<file path="src/rtl/scarv_cop_cprs_wb.sv">
// Coprocessor register file for the SCARV coprocessor: 16 x 32-bit CPRs
// with three combinational read ports, a PALU byte-enabled write port, an
// arbitrated memory-unit load writeback port and outstanding-load tracking
// that drives the decode-stage hazard signal.
//
// Memory writeback handshake: a request is presented while mem_wvalid=1 and
// is accepted on a rising edge only when mem_wready=1 in that same cycle.
// mem_wready is low whenever the PALU writes (any palu_ben bit set), so the
// PALU always wins; the source must hold mem_waddr/mem_wben/mem_wdata
// stable until the accepting edge, and the request is applied whole then.
module scarv_cop_cprs_wb (
    input  logic        g_clk,
    input  logic        g_resetn,
    input  logic [3:0]  crs1_rsel,
    input  logic [3:0]  crs2_rsel,
    input  logic [3:0]  crs3_rsel,
    output logic [31:0] crs1_rdata,
    output logic [31:0] crs2_rdata,
    output logic [31:0] crs3_rdata,
    input  logic [3:0]  palu_ben,
    input  logic [3:0]  palu_waddr,
    input  logic [31:0] palu_wdata,
    input  logic        mem_wvalid,
    output logic        mem_wready,
    input  logic [3:0]  mem_waddr,
    input  logic [3:0]  mem_wben,
    input  logic [31:0] mem_wdata,
    input  logic        ld_issue,
    input  logic [3:0]  ld_rd,
    input  logic [3:0]  id_rd,
    output logic        hazard,
    output logic [15:0] pending
);

    logic [31:0] cpr_q [16];
    logic [31:0] cpr_d [16];
    logic [15:0] pending_q;
    logic [15:0] pending_d;
    logic        mem_we;

    // PALU has absolute priority over the memory writeback port.
    assign mem_wready = (palu_ben == 4'h0);
    assign mem_we     = mem_wvalid & mem_wready;

    // Reads show registered contents only; c0 is hard-wired to zero.
    assign crs1_rdata = (crs1_rsel == 4'h0) ? 32'h0 : cpr_q[crs1_rsel];
    assign crs2_rdata = (crs2_rsel == 4'h0) ? 32'h0 : cpr_q[crs2_rsel];
    assign crs3_rdata = (crs3_rsel == 4'h0) ? 32'h0 : cpr_q[crs3_rsel];

    // Hazard looks only at registered pending state, never this cycle's events.
    assign pending = pending_q;
    assign hazard  = pending_q[crs1_rsel] | pending_q[crs2_rsel] |
                     pending_q[crs3_rsel] | pending_q[id_rd];

    // Next register contents: byte-merged write from whichever port owns the cycle.
    always_comb begin
        for (int r = 0; r < 16; r++) begin
            cpr_d[r] = cpr_q[r];
        end
        if (palu_ben != 4'h0) begin
            for (int b = 0; b < 4; b++) begin
                if (palu_ben[b]) begin
                    cpr_d[palu_waddr][8*b +: 8] = palu_wdata[8*b +: 8];
                end
            end
        end else if (mem_we) begin
            for (int b = 0; b < 4; b++) begin
                if (mem_wben[b]) begin
                    cpr_d[mem_waddr][8*b +: 8] = mem_wdata[8*b +: 8];
                end
            end
        end
        cpr_d[0] = 32'h0;
    end

    // Next pending flags: accepted load data clears, a new issue sets and wins.
    always_comb begin
        pending_d = pending_q;
        if (mem_we) begin
            pending_d[mem_waddr] = 1'b0;
        end
        if (ld_issue) begin
            pending_d[ld_rd] = 1'b1;
        end
        pending_d[0] = 1'b0;
    end

    // State registers; reset drops all contents and load tracking at once.
    always_ff @(posedge g_clk or negedge g_resetn) begin
        if (!g_resetn) begin
            for (int r = 0; r < 16; r++) begin
                cpr_q[r] <= 32'h0;
            end
            pending_q <= 16'h0;
        end else begin
            for (int r = 0; r < 16; r++) begin
                cpr_q[r] <= cpr_d[r];
            end
            pending_q <= pending_d;
        end
    end

endmodule

</file>
<file path="config.mk">
export PLATFORM = sky130hd
export DESIGN_NAME = scarv_cop_cprs_wb
export DESIGN_NICKNAME = d
export VERILOG_FILES = /design/src/rtl/scarv_cop_cprs_wb.sv
export SDC_FILE = /design/constraint.sdc
export NUM_CORES = 2
export LEC_CHECK = 0
export CORE_UTILIZATION = 45
export DETAILED_ROUTE_END_ITERATION = 10
export HOLD_SLACK_MARGIN = 0.12
export PLACE_DENSITY_LB_ADDON = 0.3
export SYNTH_ARGS = -nofsm -noshare
export SYNTH_HDL_FRONTEND = slang
export SYNTH_SLANG_ARGS = --single-unit
</file>
<file path="constraint.sdc">
create_clock -name g_clk -period 4.6 [get_ports g_clk]
set_clock_uncertainty 0.05 [all_clocks]
set_input_delay 0.92 -clock g_clk [delete_from_list [all_inputs] [get_ports g_clk]]
set_output_delay 0.92 -clock g_clk [all_outputs]
set_load 0.03 [all_outputs]
</file>
==> qor.csv <==
stage,metric,value,unit
status,status,completed,
yosys,Synth Area per Inst,11.9,um^2
die,die area,79800,um^2
critical_path,reg2reg setup slack,3.70,ns
global_routing,initial antenna violation count,7,
finish,NumNets Final,3184,
power_and_ir_drop,pwr/cell area,273,nW/um^2
critical_path,Crit path largest cell delay,0.59,ns
clocking,Post CTS Setup Buffer Count,0,
die,core area,77700,um^2
detailed_routing,Iter 0 DRT Violations,4791,
critical_path,crit-path max FO,41,
clocking,CTS Buffer Depth,3,
sta,Max Freq,236,MHz
detailed_routing,drt total wl,148000,um
clocking,Root Driver,clkbuf_16,
sta,setup TNS,0,ns
yosys,async set-reset flop share out of synthesis,100,%
critical_path,R2R Path Start,cpr_q[288]$_DFFE_PN0P_,
sta,Pins Over Slew Limit,0,
sta,Setup Viol. Count Final,0,
placement,port buffer count,216,
clocking,H-tree levels,2,
yosys,Gate Count Post-Synth,2989,
clocking,Sink Count,495,
yosys,top-area cell type share of the netlist area,35.0,%
die,Initial Util,45.6,%
critical_path,Worst path most repeated cell,buf_12,
detailed_routing,Antenna Nets Post-Route,0,
detailed_routing,wire per inst,35.5,um
die,die height,283,um
die,num ports,218,
sta,unrepaired setup endpoints after global routing,false,
detailed_routing,via count,31601,
sta,Rel. slew slack,21.1,%
clocking,Clock transition at path regs,0.06,ns
critical_path,CP Launch Type,input port,
sta,worst-margin pin slew,1.18,ns
yosys,syn nets,3093,
global_routing,vias in the first global route,32094,
critical_path,R2R Path End,cpr_q[288]$_DFFE_PN0P_,
power_and_ir_drop,peak supply drop,302,uV
sta,setup ws final,0.362,ns
critical_path,Critical path buffers and inverters,4,
clocking,CTS tree,built,
yosys,Post-synth EDFFs,0,
critical_path,crit-path leading delay family,buffers and inverters,
yosys,synthesized area,35400,um^2
global_routing,gr ovfl total,0,
yosys,"Warnings, synthesis",0,
global_routing,global-route wire length before repair,215000,um
global_routing,GRT Util Overall,37.0,%
yosys,ys flop type,dfrtp_1,
power_and_ir_drop,LEAKAGE,17.0,nW
finish,layout cells sized above 1,45.2,%
sta,Tcrit/Tclk final,92.1,%
critical_path,worst-path cell chain,"clkbuf_8, nor3_1, or2_2, buf_12, o21ai_0, buf_4, buf_12",
critical_path,kind of critical path,in2out,
critical_path,CP arrival,3.27,ns
yosys,synth unique cells,50,
yosys,dominant cell type by area after synthesis,dfrtp_1,
clocking,Num CTS Buffers,55,
sta,Final min period,4.24,ns
die,Die W,283,um
critical_path,CP startpoint,crs3_rsel[0],
hold_path,Hold/Removal Path Class,in2async,
placement,routability-driven placement congestion ratio,0.936,
detailed_routing,router iterations before antenna repair,7,
yosys,commonest cells in the netlist,"647 x mux2_2, 495 x dfrtp_1, 481 x o22ai_1, 314 x mux4_2, 275 x clkbuf_1",
yosys,most numerous cell in the Yosys netlist,mux2_2,
clocking,"Clk Latency, worst-skew pair",0.62,ns
placement,DP Wirelength,85500,um
sta,final hold violation count,0,
yosys,post-synthesis sequential area ratio,35.0,%
clocking,CTS hold repair buffers,0,
yosys,synthesized flop and latch total,495,
die,row count,102,
detailed_routing,DRC viols,0,
critical_path,Critical Path End Type,output port,
detailed_routing,vias per inst,7.59,
critical_path,R2R depth,1,
flow_run,max-cap violations,0,
clocking,post-cts gate resize count,0,
placement,Setup WS pre-CTS,0.440,ns
yosys,synth top area cells,"dfrtp_1 35%, mux2_2 21%, mux4_2 20%, o22ai_1 8.5%, clkbuf_1 2.9%",
finish,Synth-to-Final Area Change,18.3,%
global_routing,largest net degree at the start of global routing,92,
critical_path,Worst path slowest cell,or2_2,
critical_path,cell depth of the worst setup path,7,
critical_path,worst path required time,3.63,ns
-- cells in the final DEF (no fill, tap or decap), drive strengths merged, types with 4 or more instances in the layout --
master,count
mux4,314
nand3,13
a22oi,78
clkbuf,76
clkinv,14
nor3,5
a21oi,82
o22ai,485
nand3b,4
clkdlybuf4s50,106
o21ai,108
mux2i,5
nand4b,4
and2,4
mux2,665
a31oi,8
nand2,157
dfrtp,495
bufinv,12
buf,266
nor2,157
a22o,18
nand4bb,4
nand2b,4
nor2b,11
-- area by class of cell --
type / instances / area (um^2)
inverter: 3 / 11.3
antenna: 3 / 7.51
clock inverter: 27 / 438
tap: 1040 / 1300
multi-input combinational: 2150 / 21700
sequential: 495 / 12400
timing repair buffer: 375 / 4470
fill: 6437 / 35800
clock buffer: 73 / 1540
-- stage by stage --
step	area, um^2	hold WS (ns)	utilization [%]	instances	power [mW]
3_3_place_gp	39900	0.449	51.4	4063	6.46
6_report	41900	0.274	53.9	4166	11.5
4_1_cts	41900	0.329	53.9	4163	11.4
3_5_place_dp	39900	0.481	51.4	4063	6.51
5_1_grt	41900	0.320	53.9	4165	11.7
2_1_floorplan	35400	0.437	-	2989	5.66
-- power by group --
part	total, mW	internal [mW]	leakage (nW)	switching (mW)
sequential	4.61	4.47	6.84	0.139
clock	4.96	3.01	0.976	1.96
combinational	1.89	0.735	9.18	1.16
-- layer usage --
metal | GRT usage [%] | vias up | routed length, um
met5 | 0.244 | - | 37
met4 | 24.3 | 6 | 11300
met3 | 14.7 | 798 | 23100
met2 | 52.5 | 2931 | 62500
met1 | 46.7 | 15797 | 51100
li1 | - | 12069 | -
-- worst max-delay path by stage --
stage	endpoint	slack, ns
floorplan	crs1_rdata[17]	0.50
global placement	crs3_rdata[18]	0.45
detailed placement	crs3_rdata[19]	0.44
CTS	crs3_rdata[19]	0.44
global route	crs1_rdata[17]	0.38
finish	crs3_rdata[19]	0.36
-- state kept, by name (all words and copies together) (netlist names) --
signal   flops
cpr_q      480
pending     15
-- cells by family (layout without fill, tap and decap cells) --
logic type | count (synthesis) | after routing | synth area share [%]
multiplexers | 984 | 984 | 41.2
AO/OA/AOI/OAI | 788 | 788 | 14.1
flip-flops | 495 | 495 | 35.0
AND/OR/NAND/NOR | 377 | 377 | 5.84
buffers and inverters | 344 | 478 | 3.86
other | 1 | 4 | 0.0106
Power figures use the tool's default switching activity.
